==> src/rtl/jzjpcc_decode_execute_reg_if.sv <==
// jzjpcc_decode_execute_reg_if: decode/hazard/writeback inputs and execute-side outputs of the decode->execute register
interface jzjpcc_decode_execute_reg_if #(
   parameter int PC_MAX_B = 31,
   parameter int CTRL_W   = 6,
   parameter int COUNT_W  = 16
);
   logic [31:2]         instruction_decode;
   logic [PC_MAX_B:2]   currentPC_decode;
   logic [CTRL_W-1:0]   ctrl_decode;
   logic                rdWriteEnable_decode;
   logic                memoryWriteEnable_decode;
   logic [31:0]         immediate_decode;
   logic [4:0]          rs1Addr_decode;
   logic [4:0]          rs2Addr_decode;
   logic [31:0]         rs1_decode;
   logic [31:0]         rs2_decode;
   logic                rdWriteEnable_writeback;
   logic [4:0]          rdAddr_writeback;
   logic [31:0]         rdData_writeback;
   logic                stall_decode;
   logic                stall_execute;
   logic                flush_execute;
   logic                valid_execute;
   logic                rdWriteEnable_execute;
   logic                memoryWriteEnable_execute;
   logic [CTRL_W-1:0]   ctrl_execute;
   logic [4:0]          rdAddr_execute;
   logic [2:0]          funct3_execute;
   logic [31:0]         immediate_execute;
   logic [PC_MAX_B:2]   currentPC_execute;
   logic [31:0]         rs1_execute;
   logic [31:0]         rs2_execute;
   logic [4:0]          rs1Addr_execute;
   logic [4:0]          rs2Addr_execute;
   logic [COUNT_W-1:0]  bubbleCount;

   modport master (
      output instruction_decode, currentPC_decode, ctrl_decode, rdWriteEnable_decode,
             memoryWriteEnable_decode, immediate_decode, rs1Addr_decode, rs2Addr_decode,
             rs1_decode, rs2_decode, rdWriteEnable_writeback, rdAddr_writeback,
             rdData_writeback, stall_decode, stall_execute, flush_execute,
      input  valid_execute, rdWriteEnable_execute, memoryWriteEnable_execute, ctrl_execute,
             rdAddr_execute, funct3_execute, immediate_execute, currentPC_execute,
             rs1_execute, rs2_execute, rs1Addr_execute, rs2Addr_execute, bubbleCount
   );

   modport slave (
      input  instruction_decode, currentPC_decode, ctrl_decode, rdWriteEnable_decode,
             memoryWriteEnable_decode, immediate_decode, rs1Addr_decode, rs2Addr_decode,
             rs1_decode, rs2_decode, rdWriteEnable_writeback, rdAddr_writeback,
             rdData_writeback, stall_decode, stall_execute, flush_execute,
      output valid_execute, rdWriteEnable_execute, memoryWriteEnable_execute, ctrl_execute,
             rdAddr_execute, funct3_execute, immediate_execute, currentPC_execute,
             rs1_execute, rs2_execute, rs1Addr_execute, rs2Addr_execute, bubbleCount
   );
endinterface

==> src/rtl/jzjpcc_decode_execute_reg.sv <==
// jzjpcc_decode_execute_reg: decode->execute pipeline register with hold, bubble, flush, writeback bypass and bubble counter
module jzjpcc_decode_execute_reg #(
   parameter int PC_MAX_B  = 31,
   parameter int CTRL_W    = 6,
   parameter int WB_BYPASS = 1,
   parameter int COUNT_W   = 16
) (
   input logic clock,
   input logic reset,
   jzjpcc_decode_execute_reg_if.slave bus
);
   localparam bit BYP = WB_BYPASS != 0;

   logic                hold, bubble, byp1, byp2, ref1, ref2;
   logic                valid_d, valid_q, rdwe_d, rdwe_q, mwe_d, mwe_q;
   logic [CTRL_W-1:0]   ctrl_d, ctrl_q;
   logic [4:0]          rd_d, rd_q, rs1a_d, rs1a_q, rs2a_d, rs2a_q;
   logic [2:0]          f3_d, f3_q;
   logic [31:0]         imm_d, imm_q, rs1_d, rs1_q, rs2_d, rs2_q;
   logic [PC_MAX_B:2]   pc_d, pc_q;
   logic [COUNT_W-1:0]  cnt_d, cnt_q;
   logic                unused_instr_bits;

   assign unused_instr_bits = ^{bus.instruction_decode[31:15], bus.instruction_decode[6:2]};

   // flush beats an execute stall; a decode stall only bubbles when execute is free
   assign hold   = bus.stall_execute & ~bus.flush_execute;
   assign bubble = bus.flush_execute | (bus.stall_decode & ~bus.stall_execute);

   assign byp1 = BYP & bus.rdWriteEnable_writeback & (bus.rdAddr_writeback == bus.rs1Addr_decode) & (bus.rs1Addr_decode != 5'd0);
   assign byp2 = BYP & bus.rdWriteEnable_writeback & (bus.rdAddr_writeback == bus.rs2Addr_decode) & (bus.rs2Addr_decode != 5'd0);
   assign ref1 = BYP & bus.rdWriteEnable_writeback & (bus.rdAddr_writeback == rs1a_q) & (rs1a_q != 5'd0);
   assign ref2 = BYP & bus.rdWriteEnable_writeback & (bus.rdAddr_writeback == rs2a_q) & (rs2a_q != 5'd0);

   always_comb begin
      valid_d = hold ? valid_q : ~bubble;
      rdwe_d  = hold ? rdwe_q  : bus.rdWriteEnable_decode & ~bubble;
      mwe_d   = hold ? mwe_q   : bus.memoryWriteEnable_decode & ~bubble;
      ctrl_d  = hold ? ctrl_q  : bus.ctrl_decode;
      rd_d    = hold ? rd_q    : bus.instruction_decode[11:7];
      f3_d    = hold ? f3_q    : bus.instruction_decode[14:12];
      imm_d   = hold ? imm_q   : bus.immediate_decode;
      pc_d    = hold ? pc_q    : bus.currentPC_decode;
      rs1a_d  = hold ? rs1a_q  : bus.rs1Addr_decode;
      rs2a_d  = hold ? rs2a_q  : bus.rs2Addr_decode;
      rs1_d   = hold ? (ref1 ? bus.rdData_writeback : rs1_q) : (byp1 ? bus.rdData_writeback : bus.rs1_decode);
      rs2_d   = hold ? (ref2 ? bus.rdData_writeback : rs2_q) : (byp2 ? bus.rdData_writeback : bus.rs2_decode);
      cnt_d   = (bubble && cnt_q != '1) ? cnt_q + 1'b1 : cnt_q;
   end

   always_ff @(posedge clock) begin
      if (!reset) begin
         valid_q <= 1'b0;
         rdwe_q  <= 1'b0;
         mwe_q   <= 1'b0;
         ctrl_q  <= '0;
         rd_q    <= '0;
         f3_q    <= '0;
         imm_q   <= '0;
         pc_q    <= '0;
         rs1a_q  <= '0;
         rs2a_q  <= '0;
         rs1_q   <= '0;
         rs2_q   <= '0;
         cnt_q   <= '0;
      end else begin
         valid_q <= valid_d;
         rdwe_q  <= rdwe_d;
         mwe_q   <= mwe_d;
         ctrl_q  <= ctrl_d;
         rd_q    <= rd_d;
         f3_q    <= f3_d;
         imm_q   <= imm_d;
         pc_q    <= pc_d;
         rs1a_q  <= rs1a_d;
         rs2a_q  <= rs2a_d;
         rs1_q   <= rs1_d;
         rs2_q   <= rs2_d;
         cnt_q   <= cnt_d;
      end
   end

   assign bus.valid_execute             = valid_q;
   assign bus.rdWriteEnable_execute     = rdwe_q;
   assign bus.memoryWriteEnable_execute = mwe_q;
   assign bus.ctrl_execute              = ctrl_q;
   assign bus.rdAddr_execute            = rd_q;
   assign bus.funct3_execute            = f3_q;
   assign bus.immediate_execute         = imm_q;
   assign bus.currentPC_execute         = pc_q;
   assign bus.rs1_execute               = rs1_q;
   assign bus.rs2_execute               = rs2_q;
   assign bus.rs1Addr_execute           = rs1a_q;
   assign bus.rs2Addr_execute           = rs2a_q;
   assign bus.bubbleCount               = cnt_q;
endmodule

==> src/flat_wrapper.sv <==
// flat-port wrapper written by rule: the top's interface ports become plain ports
module jzjpcc_decode_execute_reg_flat 
#(
   parameter int PC_MAX_B  = 31,
   parameter int CTRL_W    = 6,
   parameter int WB_BYPASS = 1,
   parameter int COUNT_W   = 16
)
  (clock, reset, bus_instruction_decode, bus_currentPC_decode, bus_ctrl_decode, bus_rdWriteEnable_decode, bus_memoryWriteEnable_decode, bus_immediate_decode, bus_rs1Addr_decode, bus_rs2Addr_decode, bus_rs1_decode, bus_rs2_decode, bus_rdWriteEnable_writeback, bus_rdAddr_writeback, bus_rdData_writeback, bus_stall_decode, bus_stall_execute, bus_flush_execute, bus_valid_execute, bus_rdWriteEnable_execute, bus_memoryWriteEnable_execute, bus_ctrl_execute, bus_rdAddr_execute, bus_funct3_execute, bus_immediate_execute, bus_currentPC_execute, bus_rs1_execute, bus_rs2_execute, bus_rs1Addr_execute, bus_rs2Addr_execute, bus_bubbleCount);
  jzjpcc_decode_execute_reg_if #(.PC_MAX_B(PC_MAX_B), .CTRL_W(CTRL_W), .COUNT_W(COUNT_W)) bus_i ();
  input logic clock;
  input logic reset;
  input wire logic [$bits(bus_i.instruction_decode)-1:0] bus_instruction_decode;
  input wire logic [$bits(bus_i.currentPC_decode)-1:0] bus_currentPC_decode;
  input wire logic [$bits(bus_i.ctrl_decode)-1:0] bus_ctrl_decode;
  input wire logic [$bits(bus_i.rdWriteEnable_decode)-1:0] bus_rdWriteEnable_decode;
  input wire logic [$bits(bus_i.memoryWriteEnable_decode)-1:0] bus_memoryWriteEnable_decode;
  input wire logic [$bits(bus_i.immediate_decode)-1:0] bus_immediate_decode;
  input wire logic [$bits(bus_i.rs1Addr_decode)-1:0] bus_rs1Addr_decode;
  input wire logic [$bits(bus_i.rs2Addr_decode)-1:0] bus_rs2Addr_decode;
  input wire logic [$bits(bus_i.rs1_decode)-1:0] bus_rs1_decode;
  input wire logic [$bits(bus_i.rs2_decode)-1:0] bus_rs2_decode;
  input wire logic [$bits(bus_i.rdWriteEnable_writeback)-1:0] bus_rdWriteEnable_writeback;
  input wire logic [$bits(bus_i.rdAddr_writeback)-1:0] bus_rdAddr_writeback;
  input wire logic [$bits(bus_i.rdData_writeback)-1:0] bus_rdData_writeback;
  input wire logic [$bits(bus_i.stall_decode)-1:0] bus_stall_decode;
  input wire logic [$bits(bus_i.stall_execute)-1:0] bus_stall_execute;
  input wire logic [$bits(bus_i.flush_execute)-1:0] bus_flush_execute;
  output wire logic [$bits(bus_i.valid_execute)-1:0] bus_valid_execute;
  output wire logic [$bits(bus_i.rdWriteEnable_execute)-1:0] bus_rdWriteEnable_execute;
  output wire logic [$bits(bus_i.memoryWriteEnable_execute)-1:0] bus_memoryWriteEnable_execute;
  output wire logic [$bits(bus_i.ctrl_execute)-1:0] bus_ctrl_execute;
  output wire logic [$bits(bus_i.rdAddr_execute)-1:0] bus_rdAddr_execute;
  output wire logic [$bits(bus_i.funct3_execute)-1:0] bus_funct3_execute;
  output wire logic [$bits(bus_i.immediate_execute)-1:0] bus_immediate_execute;
  output wire logic [$bits(bus_i.currentPC_execute)-1:0] bus_currentPC_execute;
  output wire logic [$bits(bus_i.rs1_execute)-1:0] bus_rs1_execute;
  output wire logic [$bits(bus_i.rs2_execute)-1:0] bus_rs2_execute;
  output wire logic [$bits(bus_i.rs1Addr_execute)-1:0] bus_rs1Addr_execute;
  output wire logic [$bits(bus_i.rs2Addr_execute)-1:0] bus_rs2Addr_execute;
  output wire logic [$bits(bus_i.bubbleCount)-1:0] bus_bubbleCount;
  assign bus_i.instruction_decode = bus_instruction_decode;
  assign bus_i.currentPC_decode = bus_currentPC_decode;
  assign bus_i.ctrl_decode = bus_ctrl_decode;
  assign bus_i.rdWriteEnable_decode = bus_rdWriteEnable_decode;
  assign bus_i.memoryWriteEnable_decode = bus_memoryWriteEnable_decode;
  assign bus_i.immediate_decode = bus_immediate_decode;
  assign bus_i.rs1Addr_decode = bus_rs1Addr_decode;
  assign bus_i.rs2Addr_decode = bus_rs2Addr_decode;
  assign bus_i.rs1_decode = bus_rs1_decode;
  assign bus_i.rs2_decode = bus_rs2_decode;
  assign bus_i.rdWriteEnable_writeback = bus_rdWriteEnable_writeback;
  assign bus_i.rdAddr_writeback = bus_rdAddr_writeback;
  assign bus_i.rdData_writeback = bus_rdData_writeback;
  assign bus_i.stall_decode = bus_stall_decode;
  assign bus_i.stall_execute = bus_stall_execute;
  assign bus_i.flush_execute = bus_flush_execute;
  assign bus_valid_execute = bus_i.valid_execute;
  assign bus_rdWriteEnable_execute = bus_i.rdWriteEnable_execute;
  assign bus_memoryWriteEnable_execute = bus_i.memoryWriteEnable_execute;
  assign bus_ctrl_execute = bus_i.ctrl_execute;
  assign bus_rdAddr_execute = bus_i.rdAddr_execute;
  assign bus_funct3_execute = bus_i.funct3_execute;
  assign bus_immediate_execute = bus_i.immediate_execute;
  assign bus_currentPC_execute = bus_i.currentPC_execute;
  assign bus_rs1_execute = bus_i.rs1_execute;
  assign bus_rs2_execute = bus_i.rs2_execute;
  assign bus_rs1Addr_execute = bus_i.rs1Addr_execute;
  assign bus_rs2Addr_execute = bus_i.rs2Addr_execute;
  assign bus_bubbleCount = bus_i.bubbleCount;
  jzjpcc_decode_execute_reg #(.PC_MAX_B(PC_MAX_B), .CTRL_W(CTRL_W), .WB_BYPASS(WB_BYPASS), .COUNT_W(COUNT_W)) u_core (.clock(clock), .reset(reset), .bus(bus_i));
endmodule
==> config.mk <==
export PLATFORM = sky130hd
export DESIGN_NAME = jzjpcc_decode_execute_reg_flat
export DESIGN_NICKNAME = d
export VERILOG_FILES = /design/src/rtl/jzjpcc_decode_execute_reg_if.sv /design/src/rtl/jzjpcc_decode_execute_reg.sv /design/src/flat_wrapper.sv
export SDC_FILE = /design/constraint.sdc
export NUM_CORES = 1
export LEC_CHECK = 0
export BUFFER_PORTS_ARGS = -buffer_cell sky130_fd_sc_hd__buf_2
export CAP_MARGIN = 20
export CORE_AREA = 2 2 149 151
export CTS_CLUSTER_DIAMETER = 150
export DETAILED_ROUTE_END_ITERATION = 10
export DIE_AREA = 0 0 151 153
export GPL_ROUTABILITY_DRIVEN = 0
export GPL_TIMING_DRIVEN = 1
export SLEW_MARGIN = 40
export SYNTH_ARGS = -nofsm -noshare
export SYNTH_HDL_FRONTEND = slang
export SYNTH_SLANG_ARGS = --single-unit
==> constraint.sdc <==
create_clock -name clock -period 1.8 [get_ports clock]
set_input_delay 0.18 -clock clock [delete_from_list [all_inputs] [get_ports clock]]
set_output_delay 0.18 -clock clock [all_outputs]
set_load 0.01 [all_outputs]
; Yosys cells after proc, flatten, opt, wreduce, memory -nomap -nowiden
; Cells that the tools add are included.
[totals]
ff_bits = 169
inputBits = 217
out_inout_bits = 169
word_cells = 48
[op_classes]
add_sub_neg = 1
n_eq_ne = 7
muxes = 6
bitwise = 16
reduce_logical = 5
[ops]
columns = cell, n
row1 = $mux 32, 6
row2 = $eq 5x5->1, 4
row3 = $reduce_bool 5->1, 4
row4 = $add 16x1->16 const B, 1
row5 = $ne 16x16->1 const B, 1
row6 = $and 1x1->1, 12
row7 = $ne 2x2->1 const B, 2
row8 = $not 1->1, 3
row9 = $logic_and 1x1->1, 1
row10 = $or 1x1->1, 1

; Longest topological paths before layout
[depth]
word_depth = 5
depth_mapped = 7
mapped_depth_nobuf = 5

; Worst setup path before layout
; OpenSTA, ideal clock, no wires.
[synth_path]
kind = register to register
from = register u_core.cnt_q[0] (netlist: u_core.bus.bubbleCount[0])
to = register u_core.cnt_q[1] (netlist: u_core.bus.bubbleCount[1])
setup_time_ps = 128
t_arrival_ps = 1485
required_time_ps = 1672
slack_ps = 187
stages_incl_launch_ff = 7
path_buffers = 1
synth_period_minus_slack_ps = 1613
cell_sequence = dfxtp_1 -> ha_1 -> and3_1 -> clkbuf_1 -> a31oi_1 -> mux2i_1 -> nor2_1
[synth_via]
elab_chain_len = 2
elab_cells_between_ends = 3
classes_between = 1 x add/sub / 1 x eq/ne / 1 x reduce/logical
[synth_rtl]
columns = item, line
row1 = start: declaration, jzjpcc_decode_execute_reg.sv:21  ; logic [COUNT_W-1:0] cnt_d, cnt_q;
row2 = start signal: assignment, jzjpcc_decode_execute_reg.sv:79  ; cnt_q <= cnt_d;
row3 = "parallel branches: the longest is 2 deep, another holds $add 16x1->16", -
; Several ways; the timed one is not identified.
; A chain may end at the register's enable or synchronous reset.

; Final worst setup path
[layout_path]
from = input port bus_rs1Addr_decode[4]
to = register u_core.rs1_q[11] (netlist: u_core.bus.rs1_execute[11])
[layout_via]
elab_chain_len = 5
elab_cells_between_ends = 6
classes_between = 1 x eq/ne / 2 x mux / 2 x bitwise / 1 x reduce/logical
[layout_rtl]
columns = item, line
row1 = start: declaration, flat_wrapper.sv:19  ; input wire logic [$bits(bus_i.rs1Addr_decode)-1:0] bus_rs1Addr_decode;
row2 = $eq 5x5->1, jzjpcc_decode_execute_reg.sv:30  ; assign byp1 = BYP & bus.rdWriteEnable_writeback & (bus.rdAddr_writeback == bus.rs1Addr_decode) & (bus.rs1Addr_ ...
row3 = $and 1x1->1, jzjpcc_decode_execute_reg.sv:30
row4 = $and 1x1->1 (*), jzjpcc_decode_execute_reg.sv:30
row5 = $mux 32 (*) (2 in series), jzjpcc_decode_execute_reg.sv:46  ; rs1_d = hold ? (ref1 ? bus.rdData_writeback : rs1_q) : (byp1 ? bus.rdData_writeback : bus.rs1_decode);
row6 = end signal: assignment, jzjpcc_decode_execute_reg.sv:77  ; rs1_q <= rs1_d;
row7 = end: declaration, jzjpcc_decode_execute_reg.sv:19  ; logic [31:0] imm_d, imm_q, rs1_d, rs1_q, rs2_d, rs2_q;
; Mark *: on every way between the ends. The rest lies on a longest branch, timed or not.

==> results.md <==
- Status: finished, final reports clean
- DRT iter0 DRCs: around 340
- Simple-gate share of the synthesized area: between 20% and 30%
- Routed wire length: approximately 26000 um
- Synth Area in Compound Gates: about a fifth
- Cell count after synthesis: a little under 900
- Pre-CTS WS: roughly 0.047 ns
- # nets final: 1589
- Initial Util: about 32%
- Number of global-route vias before repair: slightly below 8000
- CP arrival: just over 2 ns
- Clock slew at reported path FFs: ~0.080 ns
- CTS Root Cell: clkbuf_16
- Share of cells above drive strength 1: 32.4%
- Mean number of vias per cell: 4.77
- DR WL/cell: roughly 15 um
- IO Port Bufs: ~360
- Synth top area cells: dfxtp_1 (49%), nand2_1 (17%), a21oi_1 (6.4%), a31oi_1 (6.0%), o21ai_0 (5.0%)
- Area fraction of the dominant cell type after synthesis: between 40% and 50%
- Final Max Tran Viols: 0
- Post-synthesis average cell area: 7.80 sq um
- CP max FO: 14
- Sum Neg Setup Slack: 0 ns
- Clk_skew: ~0.014 ns
- Final Util: a little over half
- GRT overflow: 0
- Pwr per Cell Area: roughly 860 nW/um^2
- Final WS setup: 0.136 ns
- Max-cap violations: 0
- Non-filler cells, final: approximately 1700
- Clock Latency Late Sink: approximately 0.42 ns
- Final period utilization: just over 90%
- Largest family of logic cells by synthesized area: simple AND/OR/NAND/NOR gates
- Dpl hpwl: ~18000 um
- Clock Path Buffers: 2
- Largest net degree at the start of global routing: 76
- Chip Height: around 150 um
- DRC Markers: 0
- Startpoint Class: input pin
- Min cycle time layout: 1.66 ns
- Worst slew pin tran: slightly below 0.6 ns
- Vias: between 7000 and 8000
- Antenna violations before repair: 2
- Fin area: 11200 sq um
- Die W: 151 um
- Core Area: 21500 sq um
- Final setup viols: 0
- Distinct cells, synth: 38
- XOR/XNOR share of the synthesized area: ~3.2%
- Depth of the CTS H-tree: 4
- VDD IR max: between 0.0005 and 0.0006 V
- Post-synth design cell area: about 6900 sq um
- CTS tree: done
- Die area: ~23000 sq um
- Cts bufs inserted: 17
- Placed cell area: around 9000 sq um
- Commonest non-fill, non-tap cell in the layout: buf_2
- Worst Path Required: between 2 and 2.5 ns
- Sequential element share of the synthesized area: about half
- Most frequent cells in the layout: buf_2 (363), nand2_1 (310), dfxtp_1 (169), dlygate4sd3_1 (132), a21oi_1 (88)
- Classification of the worst-slack hold path: in -> reg
- Io pins: between 300 and 400
- F_max: 601 MHz
- CTS sink count: approximately 170
- GRT Util Overall: 21.6%
- Placement Rows: between 50 and 60
- CP endpoint kind: register
- Post-synthesis adder-cell area fraction: less than 1%
- First-pass GRT wire length: slightly below 40000 um
- DRT Pass-1 Iters: 5
- Ys Warns: 0
- Fin. Hold Viols: 0
- Largest area contributor in the netlist: dfxtp_1
- Max-slew headroom: slightly above 60%
- Number of placed instances with taps included: 1500
- RSZ-0062 raised after global routing: false
- Syn Nets: roughly 1100
- Leakage: around 0.0053 uW
- Seq cells post-synth: 169
- Mux cell area share after synthesis: less than 1%
- Post-route antenna net violation count: 0
- Setup CP Type: in -> reg
- Area grow syn2layout: 62.3%
==> cell families (layout without fill, tap and decap cells) <==
| group | count (synthesis) | count (layout) |
|---|---|---|
| and+or+nand+nor | 374 | 374 |
| adders and majority gates | 1 | 1 |
| AOI/OAI and AO/OA | 241 | 241 |
| other | 0 | 1 |
| buffers and inverters | 69 | 569 |
| muxes | 5 | 5 |
| DFF | 169 | 169 |
| xor gates and xnor gates | 25 | 25 |
==> per-stage QoR <==
stage	hold slack, ns	power [uW]
finish	0.0159	9640
CTS	0.000652	9750
global placement	0.417	5630
floorplan	0.320	4890
detailed placement	0.427	5640
global route	0.00634	10100
==> report_power, final <==
| group | internal (uW) | total (uW) | leakage, uW | switching [uW] |
|---|---|---|---|---|
| logic | 817 | 1680 | 0.00360 | 859 |
| registers | 3990 | 4120 | 0.00140 | 129 |
| clock network | 2120 | 3850 | 0.000301 | 1730 |
| total | 6930 | 9640 | 0.00530 | 2710 |
==> flip-flops by register name (all words and copies together), names as in the netlist, 6 cells and up <==
name / cells
u_core.bus.immediate_execute: 32
u_core.bus.ctrl_execute: 6
u_core.bus.rs1_execute: 32
u_core.bus.bubbleCount: 16
u_core.bus.rs2_execute: 32
u_core.bus.currentPC_execute: 30
==> critical path, cell delays in order <==
cell	delay [ns]
dlygate4sd3_1	0.55
buf_2	0.14
nor2_1	0.19
a21oi_4	0.10
o31ai_4	0.40
buf_12	0.20
nand2_1	0.08
a31oi_1	0.16
==> what timing repair did <==
action                                  4_1_cts  5_1_grt
buffers inserted                              0        0
hold endpoints to repair                    121        2
resized for setup                             0        3
hold buffers                                130        2
endpoints found under the setup margin        0        9
==> layer usage <==
metal	share of wire (%)	GRT usage [%]	wire (um)
met3	8.3	6.21	2140
met4	2.8	8.95	725
met1	40	23.8	10200
met2	49	38.4	12700
met5	0.050	0	13
==> cell type report <==
class	instances	area, sq um
Antenna cell	1	2.50
Clock buffer	18	429
Clock inverter	14	179
Fill cell	1989	10300
Inverter	2	7.51
Multi-Input combinational cell	646	3230
Sequential cell	169	3380
Tap cell	280	350
Timing Repair Buffer	535	3600
==> synthesized netlist by cell type <==
library cell    n
or4_4           2
o31ai_1         1
or2_1           2
and2_1          5
buf_6           6
and3_1          3
buf_1           4
dfxtp_1       169
nand3_1         7
xnor2_1        19
a211oi_1        3
o31a_4          2
a22oi_1         2
nand4_1         2
or3_1           1
o21ai_0        69
nor2b_1         3
nor4b_2         1
nand2_1       310
o31ai_2         2
nor2_1         19
ha_1            1
nor4_1          5
a311oi_1        2
o211ai_1        2
inv_1           1
a21oi_4         2
nor3_1          8
mux2i_1         5
clkbuf_1       46
xor2_1          6
nand2b_1        4
inv_2           1
a31oi_1        66
buf_2          11
a21oi_1        88
a41o_1          2
and4_1          2
==> worst paths after layout <==
path | startpoint | end | slack (ns) | cells after the start
max | bus_rs1Addr_decode[4] | u_core.bus.rs1_execute[11] | 0.14 | 8
min | bus_immediate_decode[19] | u_core.bus.immediate_execute[19] | 0.02 | 3
max reg2reg | u_core.bus.rs1Addr_execute[2] | u_core.bus.rs1_execute[10] | 0.14 | 6
min reg2reg | u_core.bus.currentPC_execute[6] | u_core.bus.currentPC_execute[6] | 0.45 | 2
(Power assumes the default switching activity.)
